## src/rtl/mem_port_arbiter.sv

```systemverilog
// Arbitrates a single-ported unified memory between instruction fetch (I) and data (D)
// accesses over a variable-latency req/ack bus, with D priority, I starvation bound and timeout.
module mem_port_arbiter #(
  parameter int ADDR_W    = 32,
  parameter int DATA_W    = 32,
  parameter int MAX_IWAIT = 4,
  parameter int TIMEOUT   = 255
) (
  input  logic              clk,
  input  logic              reset,
  input  logic              ireq,
  input  logic [ADDR_W-1:0] iaddr,
  output logic [DATA_W-1:0] irdata,
  output logic              ivalid,
  input  logic              dreq,
  input  logic              dwe,
  input  logic [ADDR_W-1:0] daddr,
  input  logic [DATA_W-1:0] dwdata,
  input  logic [2:0]        dctl,
  output logic [DATA_W-1:0] drdata,
  output logic              dvalid,
  output logic              mem_req,
  output logic              mem_we,
  output logic [ADDR_W-1:0] mem_addr,
  output logic [DATA_W-1:0] mem_wdata,
  output logic [2:0]        mem_ctl,
  input  logic [DATA_W-1:0] mem_rdata,
  input  logic              mem_ack,
  output logic              StallF,
  output logic              StallM,
  output logic              bus_err
);

  typedef enum logic [2:0] {
    S_IDLE,
    S_IBUSY,
    S_DBUSY,
    S_IDONE,
    S_DDONE
  } state_t;

  localparam logic [3:0] IWAIT_MAX = 4'(MAX_IWAIT);
  localparam logic [7:0] TCNT_LAST = 8'(TIMEOUT - 1);
  localparam logic [2:0] CTL_WORD  = 3'b010;

  state_t              r_state;
  state_t              w_next;
  logic [3:0]          r_iwait;
  logic [7:0]          r_tcnt;
  logic                r_mem_req;
  logic                r_mem_we;
  logic [ADDR_W-1:0]   r_mem_addr;
  logic [DATA_W-1:0]   r_mem_wdata;
  logic [2:0]          r_mem_ctl;
  logic [DATA_W-1:0]   r_irdata;
  logic [DATA_W-1:0]   r_drdata;
  logic                r_ivalid;
  logic                r_dvalid;
  logic                r_bus_err;

  logic                w_busy;
  logic                w_grant_d;
  logic                w_grant_i;
  logic                w_finish;
  logic                w_tout;
  logic [DATA_W-1:0]   w_rdata;

  always_comb begin
    // NOTE: every signal gets a default before the case so no path infers a latch.
    w_next    = r_state;
    w_busy    = 1'b0;
    w_grant_d = 1'b0;
    w_grant_i = 1'b0;
    w_finish  = 1'b0;
    w_tout    = 1'b0;
    w_rdata   = '0;
    case (r_state)
      S_IDLE: begin
        if (dreq && (!ireq || (r_iwait < IWAIT_MAX))) begin
          w_grant_d = 1'b1;
          w_next    = S_DBUSY;
        end else if (ireq) begin
          w_grant_i = 1'b1;
          w_next    = S_IBUSY;
        end
      end
      S_IBUSY, S_DBUSY: begin
        w_busy = 1'b1;
        // An ack in the final allowed cycle still completes normally.
        if (mem_ack) begin
          w_finish = 1'b1;
          w_rdata  = mem_rdata;
        end else if (r_tcnt == TCNT_LAST) begin
          w_finish = 1'b1;
          w_tout   = 1'b1;
        end
        if (w_finish) w_next = (r_state == S_IBUSY) ? S_IDONE : S_DDONE;
      end
      S_IDONE, S_DDONE: w_next = S_IDLE;
      default:          w_next = S_IDLE;
    endcase
  end

  always_ff @(posedge clk) begin
    // NOTE: non-blocking assignments so every register samples pre-edge values.
    if (!reset) begin
      r_state     <= S_IDLE;
      r_iwait     <= '0;
      r_tcnt      <= '0;
      r_mem_req   <= 1'b0;
      r_mem_we    <= 1'b0;
      r_mem_addr  <= '0;
      r_mem_wdata <= '0;
      r_mem_ctl   <= '0;
      r_irdata    <= '0;
      r_drdata    <= '0;
      r_ivalid    <= 1'b0;
      r_dvalid    <= 1'b0;
      r_bus_err   <= 1'b0;
    end else begin
      r_state  <= w_next;
      r_ivalid <= 1'b0;
      r_dvalid <= 1'b0;
      if (w_grant_d) begin
        r_mem_req   <= 1'b1;
        r_mem_we    <= dwe;
        r_mem_addr  <= daddr;
        r_mem_wdata <= dwdata;
        r_mem_ctl   <= dctl;
        if (ireq) r_iwait <= r_iwait + 4'd1;
      end else if (w_grant_i) begin
        r_mem_req   <= 1'b1;
        r_mem_we    <= 1'b0;
        r_mem_addr  <= iaddr;
        r_mem_wdata <= '0;
        r_mem_ctl   <= CTL_WORD;
        r_iwait     <= '0;
      end
      if (w_finish) begin
        r_mem_req <= 1'b0;
        r_tcnt    <= '0;
        if (r_state == S_IBUSY) begin
          r_irdata <= w_rdata;
          r_ivalid <= 1'b1;
        end else begin
          r_drdata <= w_rdata;
          r_dvalid <= 1'b1;
        end
        if (w_tout) r_bus_err <= 1'b1;
      end else if (w_busy) begin
        r_tcnt <= r_tcnt + 8'd1;
      end
    end
  end

  assign irdata    = r_irdata;
  assign ivalid    = r_ivalid;
  assign drdata    = r_drdata;
  assign dvalid    = r_dvalid;
  assign mem_req   = r_mem_req;
  assign mem_we    = r_mem_we;
  assign mem_addr  = r_mem_addr;
  assign mem_wdata = r_mem_wdata;
  assign mem_ctl   = r_mem_ctl;
  assign bus_err   = r_bus_err;
  assign StallF    = ireq & ~r_ivalid;
  assign StallM    = dreq & ~r_dvalid;

endmodule

```

## config.mk

```make
export PLATFORM = sky130hd
export DESIGN_NAME = mem_port_arbiter
export DESIGN_NICKNAME = d
export VERILOG_FILES = /design/src/rtl/mem_port_arbiter.sv
export SDC_FILE = /design/constraint.sdc
export NUM_CORES = 1
export LEC_CHECK = 0
export ABC_AREA = 1
export CORE_UTILIZATION = 38
export DETAILED_ROUTE_END_ITERATION = 10
export GPL_TIMING_DRIVEN = 0
export HOLD_SLACK_MARGIN = 0.03
export PLACE_DENSITY = 0.85
export REMOVE_ABC_BUFFERS = 1
export SYNTH_ARGS = -nofsm -noshare
export SYNTH_HDL_FRONTEND = slang
export SYNTH_SLANG_ARGS = --single-unit
```

## constraint.sdc

```tcl
create_clock -name clk -period 1.5 [get_ports clk]
set_input_delay 0.15 -clock clk [delete_from_list [all_inputs] [get_ports clk]]
set_output_delay 0.15 -clock clk [all_outputs]
set_load 0.01 [all_outputs]
```

==> impl_metrics.yaml, run 1 <==
run_status:
  status: "complete, but fails checks"
  violations: "negative setup slack"
setup_path:
  cp.depth: 10
  endpoint: "mem_addr[30]$_SDFFE_PN0P_"
  path_cells: "nor2_4 > nand2_4 > inv_8 > buf_4 > buf_12 > nand3_4 > nand3_1 > nand3_1 > nand2_1 > inv_1"
  crit_family: "simple AND/OR/NAND/NOR gates"
  max_stage_delay_ns: 0.36
  cpMaxStageDelayCell: "dfxtp_4"
  worstSetupPathType: "reg2reg"
  crit_fanout: 9
  rr_worst_depth: 10
  crit_start: "r_state[2]$_SDFFE_PN0P_"
  cp.arrival_ns: 2.01
  path_common_cell: "nand3_1"
  startpoint_type: "flip-flop"
  rrSetupSlack_ns: -0.20
  r2r_start: "r_state[2]$_SDFFE_PN0P_"
  crit_buf_inv: 4
  end_kind: "flip-flop"
  timing.rr.end: "mem_addr[30]$_SDFFE_PN0P_"
  crit_required_ns: 1.81
routing:
  drtIter0Drc: 603
  wirelength_um: 29200
  ant_nets: 0
  vias: 7701
  via_per_inst: 5.35
  drc: 0
  drtPass1Iterations: 6
  drt-wirelength-per-cell_um: 20.3
grt:
  gr-total-overflow: 0
  grt_pass1_wl_um: 33700
  antenna_found_initial: 0
  track_usage_pct: 26.2
  grt_pass1_vias: 6563
  grt_max_degree: 56
clock_tree:
  cts_buffer_depth: 2
  path_clk_slew_ns: 0.07
  htree_levels: 4
  clkSinkCount: 151
  cts_tree: "built"
  cts_hold_buf: 0
  cts-root-buf: "clkbuf_16"
  cts_inserted_buffers: 17
  clk_latency_ns: 0.42
power:
  p_leak_nw: 6.14
  switching_share_pct: 38.8
  vdd_ir_drop_max_mv: 0.837
  power.internal_mw: 12.5
  p_seq_share_pct: 25.5
  p_sw_mw: 7.94
  p_per_area_mw_per_mm2: 1690
  total_power_mw: 20.4
  clkPwrFrac_pct: 23.0
  power_frac_comb_pct: 51.5
placement:
  gp_congestion: 0.741
  portBuffers: 274
  dp_slack_ns: -1.76
  place_area_mm2: 0.00905
  hpwl_um: 12700
  place_inst: 1315
timing:
  finalCritPeriodShare_pct: 113
  setup_viol: 114
  hold_viol: 0
  fmax_ghz: 0.588
  period_needed_ns: 1.70
  fin_ws_ns: -0.201
  worst_pin_slew_ns: 0.759
  slew_headroom_pct: 49.4
  fin_worst_skew_ns: 0.0107
  rsz0062_at_grt: "yes"
  final_max_slew_viol_count: 0
  fin_setup_tns_ns: -7.25
final_layout:
  seq_area_mm2: 0.00304
  antenna_cells: 0
  fill_cells: 968
  design_area_mm2: 0.0121
  multiInputGateArea_mm2: 0.00378
  finalNetCount: 1351
  layout-drive-gt1-share_pct: 25.9
  final_cells: 1440
  syn_to_final_growth_pct: 93.3
yosys:
  synth_area_mm2: 0.00625
  synth_cells: 876
  yosysUniqueCellTypes: 30
  syn-mean-instance-area_um2: 7.14
  ys_ff_latch: 151
  ys_seq_area_share_pct: 48.3
  yosysWarnings: 0
min_path:
  hold_class: "in2reg"
  hp-start: "reset"
floorplanning:
  die_x_um: 130
  placementRows: 46
  coreArea_mm2: 0.0160
  die_h_um: 130
  die-area_mm2: 0.0170
  ios: 275
  start_util_pct: 39.1
job:
  maxCapViolations: 0
## what timing repair did
| item | in CTS | in global routing |
|---|---|---|
| setup endpoints to repair | 159 | 192 |
| gates resized for setup | 95 | 259 |
| pin swaps | 11 | 61 |
| buffers inserted | 37 | 25 |
| cloned | 15 | 20 |
## worst min-delay path by stage
stage | to | cells past startpoint
after detailed placement | r_iwait[3]$_SDFFE_PN0P_ | 2
after CTS | irdata[19]$_SDFFE_PN0P_ | 3
after global placement | r_iwait[3]$_SDFFE_PN0P_ | 2
after floorplan | mem_addr[0]$_SDFFE_PN0P_ | 2
after global routing | irdata[17]$_SDFFE_PN0P_ | 3
final | irdata[17]$_SDFFE_PN0P_ | 3
## worst register-to-register path, stage by stage (launching register included)
cell and delay (ns):
dfxtp_4 0.36, nor2_4 0.13, nand2_4 0.10, inv_8 0.08, buf_4 0.12, buf_12 0.10, nand3_4 0.23, nand3_1 0.22
nand3_1 0.12, nand2_1 0.09, inv_1 0.04
## power by group through the flow
stage | combinational (mW) | sequential, mW | clock [mW]
2_1_floorplan | 2.54 | 5.44 | 0
3_3_place_gp | 5.34 | 5.12 | 0
3_5_place_dp | 5.57 | 5.15 | 0
4_1_cts | 7.34 | 5.08 | 4.73
5_1_grt | 11.0 | 5.26 | 4.90
6_report | 10.5 | 5.21 | 4.71
## area by class of cell
class | instances | area share, %
Clock buffer | 19 | 3.75
Clock inverter | 13 | 1.60
Inverter | 51 | 1.92
Multi-Input combinational cell | 633 | 31.3
Sequential cell | 151 | 25.2
Tap cell | 216 | 2.24
Timing Repair Buffer | 354 | 33.6
Timing Repair inverter | 3 | 0.435
## logic make-up after synthesis
group	count (synthesis)	share of synthesized area, %
xor+xnor	2	0.280
flops	151	48.3
compound gates	84	6.78
simple gates	529	35.8
fa+ha+maj	3	0.600
buf+inv	107	8.18
## metrics by stage
| stage | utilization [%] | hold slack, ns |
|---|---|---|
| 5_1_grt | 75.5 | 0.211 |
| 2_1_floorplan | - | 0.248 |
| 6_report | 75.5 | 0.199 |
| 4_1_cts | 65.7 | 0.183 |
| 3_5_place_dp | 56.6 | 0.439 |
| 3_3_place_gp | 55.9 | 0.428 |
## per-layer routing
metal / global-route usage (%) / up-vias / part of all wire (%)
met5: 0 / - / 0
met3: 9.06 / 106 / 11
met2: 46.7 / 455 / 50
met1: 28.1 / 3665 / 35
li1: - / 3475 / -
met4: 11.3 / 0 / 4.4
## placed cells by master (no fill, tap or decap), drive strengths merged
cell type	instances
buf	71
xor2	1
dlygate4sd2	9
nor3	3
bufinv	4
and3	1
nand2	322
clkdlybuf4s50	203
ha	3
clkdlybuf4s15	1
nand4	2
clkinv	7
xnor2	1
o21ai	30
nand3	110
a21oi	54
clkbuf	29
inv	54
dlymetal6s2s	59
clkinvlp	2
clkdlybuf4s18	1
dfxtp	151
nor2	104
or2	2
## cell usage after synthesis
library cell	count	share of area [%]
nand4_1	2	0.20
nor2_1	85	5.1
buf_1	6	0.36
buf_2	22	1.8
nand2_2	5	0.50
nand3_4	1	0.28
or2_2	1	0.10
nand3_2	1	0.16
o21ai_0	24	1.9
nand2_1	310	19
xnor2_1	1	0.14
xor2_1	1	0.14
buf_6	9	1.6
nor2_8	1	0.32
o21ai_2	1	0.14
o21ai_1	5	0.40
nand3_1	102	8.2
nor3_1	3	0.24
nand2_4	1	0.18
and3_1	1	0.10
nor2_4	3	0.54
clkbuf_1	15	0.90
ha_1	3	0.60
inv_2	3	0.18
a21oi_1	54	4.3
or2_0	1	0.10
nor2_2	12	1.2
buf_4	4	0.48
dfxtp_1	151	48
inv_1	48	2.9
## state kept, by name (all words and copies together) (netlist names), 3 cells and up
| signal | flops |
|---|---|
| r_iwait | 4 |
| drdata | 32 |
| r_state | 3 |
| irdata | 32 |
| mem_wdata | 32 |
| r_tcnt | 8 |
| mem_addr | 32 |
| mem_ctl | 3 |
Note: power is estimated with default switching activity, not from simulation.
==> run 2: changes to the inputs <==
--- a/config.mk
+++ b/config.mk
@@ -6,11 +6,11 @@
 export NUM_CORES = 1
 export LEC_CHECK = 0
 export ABC_AREA = 1
-export CORE_UTILIZATION = 38
+export CORE_UTILIZATION = 45
 export DETAILED_ROUTE_END_ITERATION = 10
 export GPL_TIMING_DRIVEN = 0
 export HOLD_SLACK_MARGIN = 0.03
-export PLACE_DENSITY = 0.85
+export PLACE_DENSITY = 0.93
 export REMOVE_ABC_BUFFERS = 1
 export SYNTH_ARGS = -nofsm -noshare
 export SYNTH_HDL_FRONTEND = slang
==> constraint.sdc (replaced) <==
create_clock -name clk -period 2 [get_ports clk]
set_input_delay 0.2 -clock clk [delete_from_list [all_inputs] [get_ports clk]]
set_output_delay 0.2 -clock clk [all_outputs]
set_load 0.01 [all_outputs]
==> run 2 against run 1 <==
The run now ends clean. Worst hold slack improved by 0.14 ns. Global-route usage rose by 0.59 points. Total power fell by 45%. Utilization fell by 3.7 points. Wire length fell by 32%. Critical path type unchanged. Critical endpoint is now drdata[27]$_SDFFE_PN0P_.
==> impl_metrics.yaml, run 2 (synthesis gave the netlist of run 1 again) <==
final_layout:
  syn_to_final_growth_pct: 54.0
  layout-drive-gt1-share_pct: 6.70
  post-route-util_pct: 71.9
  final_cell_mix: "nand2_1, clkdlybuf4s50_1, dfxtp_1"
  final_common_cell: "nand2_1"
  finalNetCount: 1262
  antenna_cells: 0
routing:
  drtIter0Drc: 458
  ant_nets: 0
  wirelength_um: 19800
  via_per_inst: 5.04
  drt-wirelength-per-cell_um: 15.1
  vias: 6613
  drtPass1Iterations: 7
  drc: 0
floorplanning:
  die_h_um: 120
  die-area_mm2: 0.0144
  die_x_um: 120
  coreArea_mm2: 0.0134
  start_util_pct: 46.7
  ios: 275
  placementRows: 42
placement:
  portBuffers: 274
  dp_slack_ns: -1.30
  gp_congestion: 0.789
  hpwl_um: 12700
clock_tree:
  cts_tree: "built"
  cts_buffer_depth: 2
  clkSinkCount: 151
  htree_levels: 4
  cts_hold_buf: 0
  path_clk_slew_ns: 0.06
  cts_inserted_buffers: 17
  clk_latency_ns: 0.42
  cts-root-buf: "clkbuf_16"
power:
  p_leak_nw: 4.06
  power_frac_comb_pct: 37.9
  switching_share_pct: 35.8
  p_seq_share_pct: 34.1
  p_per_area_mw_per_mm2: 1160
  clkPwrFrac_pct: 28.0
  total_power_mw: 11.2
  power.internal_mw: 7.19
  p_sw_mw: 4.01
  vdd_ir_drop_max_mv: 0.810
grt:
  grt_max_degree: 96
  antenna_found_initial: 0
  gr-total-overflow: 0
  track_usage_pct: 26.8
  grt_pass1_wl_um: 30200
  grt_pass1_vias: 6179
timing:
  fmax_ghz: 0.501
  final_max_slew_viol_count: 0
  period_needed_ns: 2.00
  fin_ws_ns: 0.00356
  hold_viol: 0
  setup_viol: 0
  slew_headroom_pct: 36.2
  fin_worst_skew_ns: 0.00931
  worst_pin_slew_ns: 0.957
  finalCritPeriodShare_pct: 99.8
  fin_setup_tns_ns: 0
  rsz0062_at_grt: "yes"
setup_path:
  path_common_cell: "nand2_1"
  end_kind: "flip-flop"
  cpMaxStageDelayCell: "nand3_4"
  path_cells: "inv_2 > ha_1 > nand2_1 > nor2_1 > nand2_2 > nand2_4 > nand3_4 > nor2_4 > buf_4 > nand2_1 > nand2_1"
  crit_required_ns: 2.35
  rrSetupSlack_ns: 0.004
  timing.rr.end: "drdata[27]$_SDFFE_PN0P_"
  max_stage_delay_ns: 0.40
  startpoint_type: "flip-flop"
  cp.arrival_ns: 2.35
  worstSetupPathType: "reg2reg"
  rr_worst_depth: 11
  r2r_start: "r_tcnt[0]$_SDFFE_PP0P_"
  crit_fanout: 35
min_path:
  hp-start: "dwdata[5]"
  hold_class: "in2reg"
  min_path_cells: 3
  min_to: "mem_wdata[5]$_SDFFE_PN0P_"
job:
  maxCapViolations: 0
run_status:
  status: "completed"
-- run 2: through the flow --
stage	hold slack, ns	cell area, µm²	std cells
2_1_floorplan	0.298	5930	820
3_3_place_gp	0.428	8890	1270
3_5_place_dp	0.429	8960	1273
4_1_cts	0.317	9590	1308
5_1_grt	0.335	9630	1311
6_report	0.336	9630	1311
-- run 2: layout make-up --
cell class                      instances  area (µm²)
Fill cell                             984        3770
Sequential cell                       151        3020
Timing Repair Buffer                  281        2850
Multi-Input combinational cell        620        2760
Clock buffer                           20         457
Tap cell                              176         220
Inverter                               51         199
Clock inverter                         12         128
-- run 2: repair_timing --
item	in CTS	in global routing
endpoints found under the setup margin	69	118
buffers inserted	2	2
hold endpoints to repair	0	0
pin swaps	6	2
cloned	1	1
resized for setup	9	4
-- run 2: power groups by stage --
stage	Combinational (mW)	Clock (mW)	Sequential (mW)
after floorplan	1.91	0	4.08
after global placement	3.99	0	3.85
after detailed placement	4.12	0	3.87
after CTS	4.19	3.18	3.82
after global routing	4.60	3.35	3.87
final	4.24	3.13	3.82
-- run 2: how the worst max path moves through the flow --
stage / cells past startpoint / endpoint / start
finish: 11 / drdata[27]$_SDFFE_PN0P_ / r_tcnt[0]$_SDFFE_PP0P_
global route: 8 / mem_addr[16]$_SDFFE_PN0P_ / r_state[1]$_SDFFE_PN0P_
detailed placement: 7 / irdata[16]$_SDFFE_PN0P_ / mem_ack
global placement: 5 / drdata[6]$_SDFFE_PN0P_ / reset
CTS: 10 / drdata[6]$_SDFFE_PN0P_ / r_tcnt[0]$_SDFFE_PP0P_
floorplan: 5 / mem_addr[0]$_SDFFE_PN0P_ / ireq
-- run 2: layer usage --
metal  up-vias  track usage, %  part of all wire (%)
li1       3250               -                     -
met1      3055            27.3                    38
met2       276            47.2                    50
met3        32            11.1                   9.9
met4         0            13.2                   2.2
met5         -               0                     0
-- run 2: worst max-delay path: cells and delay by family, from the launching register on --
family	cells	cell delay (ns)
fa+ha+maj	1	0.15
buf+inv	2	0.28
flops	1	0.33
simple gates	8	1.15
